File: config.mk
export PLATFORM = sky130hd
export DESIGN_NAME = parallel_out_ctrl
export DESIGN_NICKNAME = d
export VERILOG_FILES = /design/src/rtl/parallel_out_ctrl.sv
export SDC_FILE = /design/constraint.sdc
export NUM_CORES = 1
export LEC_CHECK = 0
export CAP_MARGIN = 40
export CORE_MARGIN = 2
export CORE_UTILIZATION = 47
export DETAILED_ROUTE_END_ITERATION = 12
export PLACE_DENSITY = 0.82
export SETUP_SLACK_MARGIN = 0.05
export SYNTH_ARGS = -nofsm -noshare
export SYNTH_HDL_FRONTEND = slang
export SYNTH_SLANG_ARGS = --single-unit
File: constraint.sdc
create_clock -name clk -period 2.3 [get_ports clk]
set_clock_uncertainty 0.2 [all_clocks]
set_input_delay 0.23 -clock clk [delete_from_list [all_inputs] [get_ports clk]]
set_output_delay 0.23 -clock clk [all_outputs]
set_load 0.1 [all_outputs]
File: src/rtl/parallel_out_ctrl.sv
// parallel_out_ctrl: memory-mapped NUM_CH-channel parallel output port for the MIPS data bus,
// each channel handed to an external device through a 4-phase req/ack handshake.
module parallel_out_ctrl #(
    parameter int ADDR_W = 8,
    parameter int DATA_W = 8,
    parameter int NUM_CH = 4,
    parameter logic [ADDR_W-1:0] BASE_ADDR = 8'hFB
) (
    input  logic                     clk,
    input  logic                     rst_n,
    input  logic [ADDR_W-1:0]        addr,
    input  logic [DATA_W-1:0]        wr_data,
    input  logic                     we,
    output logic                     mem_we,
    output logic                     rd_hit,
    output logic [DATA_W-1:0]        rd_data,
    output logic [NUM_CH*DATA_W-1:0] ch_data,
    output logic [NUM_CH-1:0]        ch_req,
    input  logic [NUM_CH-1:0]        ch_ack
);
    localparam int LAST = int'(BASE_ADDR) + NUM_CH;
    localparam logic [ADDR_W-1:0] LAST_ADDR = ADDR_W'(LAST);

    if (LAST > 2**ADDR_W - 1) begin : g_bad_window
        $error("parallel_out_ctrl: register window wraps past the top of the address space");
    end
    if (NUM_CH < 1 || 2*NUM_CH > DATA_W) begin : g_bad_width
        $error("parallel_out_ctrl: status register cannot hold busy and overflow bits");
    end

    typedef enum logic [1:0] {IDLE = 2'b00, REQ = 2'b01, RELEASE = 2'b10} state_t;

    logic [ADDR_W-1:0] off;
    logic              hit;
    logic              wr_st;
    logic [NUM_CH-1:0] wr_ch;
    logic [NUM_CH-1:0] busy;
    logic [NUM_CH-1:0] ovf;
    logic [NUM_CH-1:0] ack_m;
    logic [NUM_CH-1:0] ack_s;
    state_t            state_q [NUM_CH];
    state_t            state_d [NUM_CH];
    logic [DATA_W-1:0] data_q  [NUM_CH];

    assign off    = addr - BASE_ADDR;
    assign hit    = (addr >= BASE_ADDR) && (addr <= LAST_ADDR);
    assign rd_hit = hit;
    assign mem_we = we & ~hit;
    assign wr_st  = we && hit && (off == ADDR_W'(NUM_CH));

    always_comb begin
        for (int k = 0; k < NUM_CH; k++)
            wr_ch[k] = we && hit && (off == ADDR_W'(k));
    end

    // ch_ack comes from an unrelated clock domain
    always_ff @(posedge clk or negedge rst_n) begin
        if (!rst_n) begin
            ack_m <= '0;
            ack_s <= '0;
        end else begin
            ack_m <= ch_ack;
            ack_s <= ack_m;
        end
    end

    always_ff @(posedge clk or negedge rst_n) begin
        if (!rst_n)
            state_q <= '{default: IDLE};
        else
            state_q <= state_d;
    end

    always_comb begin
        for (int k = 0; k < NUM_CH; k++)
            state_d[k] = (state_q[k] == IDLE    &&  wr_ch[k]) ? REQ     :
                         (state_q[k] == REQ     &&  ack_s[k]) ? RELEASE :
                         (state_q[k] == RELEASE && !ack_s[k]) ? IDLE    : state_q[k];
    end

    // REQ encoding puts req directly on a state flop bit, so it is glitch-free
    always_comb begin
        for (int k = 0; k < NUM_CH; k++) begin
            busy[k]   = state_q[k] != IDLE;
            ch_req[k] = state_q[k][0];
        end
    end

    always_ff @(posedge clk or negedge rst_n) begin
        if (!rst_n) begin
            data_q <= '{default: '0};
        end else begin
            for (int k = 0; k < NUM_CH; k++)
                if (wr_ch[k] && state_q[k] == IDLE)
                    data_q[k] <= wr_data;
        end
    end

    // a new overflow beats a simultaneous write-1-to-clear
    always_ff @(posedge clk or negedge rst_n) begin
        if (!rst_n)
            ovf <= '0;
        else
            ovf <= (ovf & ~(wr_st ? wr_data[NUM_CH +: NUM_CH] : '0)) | (wr_ch & busy);
    end

    always_comb begin
        for (int k = 0; k < NUM_CH; k++)
            ch_data[k*DATA_W +: DATA_W] = data_q[k];
    end

    always_comb begin
        rd_data = '0;
        if (hit) begin
            rd_data = (off == ADDR_W'(NUM_CH)) ? DATA_W'({ovf, busy}) : '0;
            for (int k = 0; k < NUM_CH; k++)
                if (off == ADDR_W'(k))
                    rd_data = data_q[k];
        end
    end
endmodule
==> results.toml, run 1 <==
[final_layout]
final_util_pct = 74.5
drive_above_1_share_pct = 52.1
num_antenna_cells = 0
area_growth_pct = 55.2
fin_cells = 375
fillers = 341
fin_nets = 328
fin_area_mm2 = 0.00376

[placed_design]
placed_cells = 364
dp_hpwl_um = 5070
placed_area_mm2 = 0.00358
port_buffers = 68
place_congestion = 0.929

[global_route]
grt_pass1_wl_um = 10900
grt_usage_pct = 26.0
overflow = 0
grt_pass1_vias = 2134
grt_max_degree = 30
antenna_found_initial = 0

[power]
vdd_ir_drop_max_v = 0.000352
total_power_mw = 2.12
power_density_mw_per_mm2 = 566
leakagePower_nw = 1.78

[floorplanning]
fp-row-count = 26
die_w_um = 75.8
start_util_pct = 48.0
dieArea_mm2 = 0.00574
io_pins = 69
fp.dieH_um = 75.8
core_mm2 = 0.00504

[sta]
fin_crit_sh_pct = 92.1
slew_headroom_pct = 61.9
setup_viol = 0
slew_viol_final = 0
max_freq_ghz = 0.472
rsz0062_at_grt = "false"
setup_tns_ps = 0
tightest_slew_ps = 571
period_needed_ps = 2120
hold_viol = 0

[clocking]
cts_tree = "done"
clk_path_buf_depth = 2
clk_pin_slew_ps = 90
clock_latency_ps = 310
cts_inserted_buffers = 5
ctsHtreeMaxLevel = 2
cts_root_buffer = "clkbuf_8"
clock_sinks = 52

[synth]
yosysUniqueCellTypes = 30
ys_seq_area_share_pct = 53.8
synthCells = 198
synth_top_cell_area_share_pct = 53.8
yosys.area.top_type = "dfrtp_1"
ys_ff_latch = 52
synth_most_common_cell = "dfrtp_1"
synth-main-ff-cell = "dfrtp_1"
yosysWarnings = 0
synth_area_mm2 = 0.00242
synth_area_per_cell_um2 = 12.2
synthTopCellsByCount = "52 x dfrtp_1, 36 x mux2_2, 17 x o21ai_0, 13 x a21oi_1, 13 x nand2_1"
synth-edff-count = 0
synthArstFlopShare_pct = 100
mappedNetlistNets = 221
synth.area.top_cells = "dfrtp_1 54%, mux2_2 17%, o21ai_0 3.5%"

[detailed_routing]
viasPerCell = 5.53
vias = 2072
ant_nets = 0
drt_wl_total_um = 6930
drc_errors = 0
drtIter0Drc = 107
drtPass1Iterations = 4
wl_per_cell_um = 18.5

[worst_setup_path]
reg2regPathDepth = 3
max_stage_delay_ps = 370
crit_slowest_cell = "dlygate4sd2_1"
path_class = "in -> out"
worstPathMaxFanout = 7
worstSetupEndpointType = "primary output"
worstPathArrival_ps = 1690
start_kind = "input pin"
critical_path.cell_chain = "dlygate4sd2_1 -> a21oi_2 -> buf_4 -> nor3b_4 -> buf_6 -> o21ai_2 -> a21oi_4 -> buf_12"
required_ps = 1870

[flow_run]
max_cap_viol_count = 0

[worst_hold_path]
min_path_cells = 1
holdCritPathClass = "in -> reg"

[run_status]
status = "finished clean"
==> cell usage in the layout (no fill, tap or decap), types with 2 or more instances in the layout <==
cell type        count
nor3_4               2
bufinv_16            2
o21ai_1              2
a22o_1               2
o21ai_0              7
a21oi_1              4
clkbuf_8             5
dlygate4sd2_1        3
maj3_1               3
nor2_1               9
nand2_1             13
a21oi_4              8
nor2b_1              3
dlymetal6s2s_1       4
nor4b_4              2
nand2b_1             6
buf_4               73
dfrtp_1             52
o2bb2ai_1            2
nand3_1              3
o221ai_1             3
mux2_2              36
nand4_1              3
inv_1                2
clkdlybuf4s50_1     14
a21o_1               5
buf_12              12
o21ai_2              8
==> stage by stage <==
stage | hold WS [ps] | worst slack [ps]
after floorplan | -266 | -462
after global placement | 40.6 | -104
after detailed placement | 52.0 | -174
after CTS | 147 | 42.5
after global routing | 162 | 90.6
final | 148 | 182
==> power breakdown <==
group          switching [mW]  internal [mW]
Clock                   0.293          0.428
Sequential             0.0329          0.946
Combinational           0.292          0.132
Total                   0.618           1.51
==> cell families (layout without fill, tap and decap cells) <==
family                     Yosys count  in the layout  synth area share [%]
adders and majority gates            3              3                  1.24
and+or+nand+nor                     51             51                  14.2
buffers and inverters               11            118                  2.64
DFF                                 52             52                  53.8
muxes                               36             36                  16.8
AOI/OAI and AO/OA                   45             45                  11.4
==> registers in the layout (all words and copies together) (netlist names) <==
register,cells
state_q,4
ch_data,32
ack_m,4
ch_req,4
ovf,4
ack_s,4
==> layout make-up <==
class	instances	area [um2]	share of cell area, %
Clock buffer	5	68.8	1.83
Clock inverter	2	60.1	1.60
Inverter	2	7.51	0.200
Multi-Input combinational cell	135	1200	31.9
Sequential cell	52	1300	34.6
Tap cell	70	87.6	2.33
Timing Repair Buffer	109	1030	27.4
==> what timing repair did <==
action | CTS | global route
hold endpoints to repair | 23 | 0
buffers inserted | 1 | 2
setup endpoints to repair | 9 | 5
gates cloned | 0 | 0
resized for setup | 5 | 7
pin swaps | 3 | 3
hold buffers | 1 | 0
==> worst max-delay path, delay by kind of cell <==
kind | cells | cell delay, ps
buf+inv | 4 | 900
simple gates | 1 | 200
compound gates | 3 | 360
==> path summary, 6_finish.rpt <==
check | startpoint | to | slack (ps)
worst max register to register | state_q[1] | ch_data[27] | 680
worst min-delay path | ch_ack[3] | ack_m[3] | 150
worst max-delay path | addr[1] | rd_data[6] | 180
worst min register to register | ack_m[2] | ack_s[2] | 160
max in group asynchronous | rst_n | ch_data[5] | 1090
min in group asynchronous | rst_n | ack_m[0] | 250
==> routing by layer <==
| layer | vias to the layer above | routed length, um | track usage [%] |
|---|---|---|---|
| met2 | 65 | 3560 | 43.1 |
| li1 | 931 | - | - |
| met3 | 13 | 277 | 3.84 |
| met4 | 0 | 148 | 10.5 |
| met5 | - | 0 | 0 |
| met1 | 1063 | 2950 | 34.1 |
Power figures use the tool's default switching activity.
==> run 2: changes to the inputs <==
--- a/config.mk
+++ b/config.mk
@@ -6,7 +6,6 @@
 export NUM_CORES = 1
 export LEC_CHECK = 0
 export CAP_MARGIN = 40
-export CORE_MARGIN = 2
 export CORE_UTILIZATION = 47
 export DETAILED_ROUTE_END_ITERATION = 12
 export PLACE_DENSITY = 0.82
==> results.toml, run 2 (synthesized netlist as in run 1, its figures left out) <==
[clocking]
clock_latency_ps = 300
clk_pin_slew_ps = 80
clock_sinks = 52
cts_tree = "done"
clk_path_buf_depth = 2
cts_inserted_buffers = 5
ctsHtreeMaxLevel = 2
cts_root_buffer = "clkbuf_8"

[final_layout]
fin_nets = 323
area_growth_pct = 53.3
largest_reg_flops = 32
drive_above_1_share_pct = 51.5
final_common_cell = "buf_4"
fin_area_mm2 = 0.00371
mostFrequentLayoutCells = "68 x buf_4, 52 x dfrtp_1, 36 x mux2_2, 16 x clkdlybuf4s50_1, 13 x nand2_1"
num_antenna_cells = 0

[sta]
slew_viol_final = 0
postLayoutSetupSlackWorst_ps = 85.4
hold_viol = 0
setup_viol = 0
fin_crit_sh_pct = 96.3
rsz0062_at_grt = "false"
tightest_slew_ps = 608
period_needed_ps = 2210
slew_headroom_pct = 59.4
timing.hold.ws_ps = 155
max_freq_ghz = 0.452

[worst_setup_path]
required_ps = 1870
worstPathMaxFanout = 6
critPathBufInv = 3
crit_family = "buffers and inverters"
r2r_setup_slack_ps = 660
path_class = "in -> out"
critical_path.cell_chain = "clkdlybuf4s50_1 -> nand4_4 -> nor3b_4 -> buf_4 -> o21ai_2 -> a21oi_4 -> buf_12"
start_kind = "input pin"
cp.depth = 7
reg2regPathDepth = 3
worstReg2RegEnd = "ch_data[24]"
crit_start = "addr[4]"
worstSetupEndpointType = "primary output"
max_stage_delay_ps = 510
crit_path_end = "rd_data[2]"
crit_slowest_cell = "clkdlybuf4s50_1"
r2r_start = "state_q[1]"
worstPathArrival_ps = 1780

[floorplanning]
dieArea_mm2 = 0.00544
fp.dieH_um = 73.8
io_pins = 69
core_mm2 = 0.00485
fp-row-count = 25
start_util_pct = 49.9
die_w_um = 73.8

[global_route]
grt_usage_pct = 26.8
antenna_found_initial = 0
overflow = 0
grt_pass1_vias = 2151
grt_max_degree = 28
grt_pass1_wl_um = 10800

[detailed_routing]
vias = 1982
viasPerCell = 5.39
drtIter0Drc = 138
wl_per_cell_um = 17.7
ant_nets = 0
drc_errors = 0
drt_wl_total_um = 6530
drtPass1Iterations = 4

[power]
power_density_mw_per_mm2 = 556
leakagePower_nw = 1.73
swShare_pct = 29.2
total_power_mw = 2.06
intPower_mw = 1.46
vdd_ir_drop_max_v = 0.000388
p_sw_mw = 0.601
power_frac_comb_pct = 20.4
p_seq_share_pct = 47.5
pwr-share-clk_pct = 32.2

[placed_design]
place_ws_ps = -120
place_congestion = 0.871
port_buffers = 68
placed_area_mm2 = 0.00355
dp_hpwl_um = 4920

[flow_run]
max_cap_viol_count = 0

[worst_hold_path]
holdCritPathClass = "reg -> reg"

[run_status]
status = "finished clean"
-- run 2: changes by cell type in the layout (fill, tap and decap cells not counted) --
cell / before / now
buf_4: 73 / 68
clkdlybuf4s50_1: 14 / 16
and4_1: 0 / 1
bufinv_16: 2 / 1
o21ai_1: 2 / 3
dlymetal6s2s_1: 4 / 2
and4_4: 1 / 0
clkbuf_8: 5 / 7
o21ai_2: 8 / 9
o21ai_0: 7 / 5
-- run 2: repair_timing --
| action | 4_1_cts | 5_1_grt |
|---|---|---|
| endpoints found under the hold margin | 25 | 0 |
| gates resized for setup | 7 | 5 |
| setup buffers | 1 | 0 |
| setup endpoints to repair | 8 | 2 |
| pin swaps | 3 | 2 |
| hold buffers | 1 | 0 |
-- run 2: worst min-delay path by stage --
| stage | start | to | slack [ps] | cells past startpoint |
|---|---|---|---|---|
| 6_report | ack_m[0] | ack_s[0] | 150 | 0 |
| 4_1_cts | ch_ack[3] | ack_m[3] | 160 | 1 |
| 3_3_place_gp | rst_n | ack_m[3] | 60 | 1 |
| 2_1_floorplan | rst_n | ack_m[0] | -270 | 0 |
| 5_1_grt | ch_ack[3] | ack_m[3] | 150 | 1 |
| 3_5_place_dp | rst_n | ack_m[3] | 70 | 1 |
-- run 2: worst register-to-register path: cells and delay by family (launching register included) --
family,cells,cell delay (ps)
buf+inv,1,220
flops,1,450
mux,1,350
simple gates,1,310
-- run 2: per-layer routing --
metal	share of wire, %	routed length (um)	track usage [%]
met4	1.4	89	7.91
met3	4.6	302	4.66
met2	50	3290	45.3
met5	0	0	0
met1	44	2850	35.5
-- run 2: cell type report --
| cell class | count | area, um2 |
|---|---|---|
| tap | 67 | 83.8 |
| clock buffer | 7 | 96.3 |
| sequential | 52 | 1300 |
| inverter | 2 | 7.51 |
| clock inverter | 1 | 30.0 |
| fill | 317 | 1140 |
| multi-input combinational | 135 | 1200 |
| timing repair buffer | 104 | 988 |
-- run 2: power groups by stage --
stage | combinational (mW) | sequential (mW) | clock, mW
finish | 0.420 | 0.978 | 0.663
global route | 0.440 | 0.983 | 0.708
CTS | 0.421 | 0.978 | 0.676
detailed placement | 0.419 | 0.995 | 0
global placement | 0.413 | 0.993 | 0
floorplan | 0.104 | 1.15 | 0
-- run 2: stage by stage --
stage	utilization [%]	TNS [ps]	std cells
2_1_floorplan	-	-3920	198
3_3_place_gp	73.3	-1130	358
3_5_place_dp	73.3	-2030	358
4_1_cts	76.2	0	368
5_1_grt	76.5	0	368
6_report	76.5	0	368
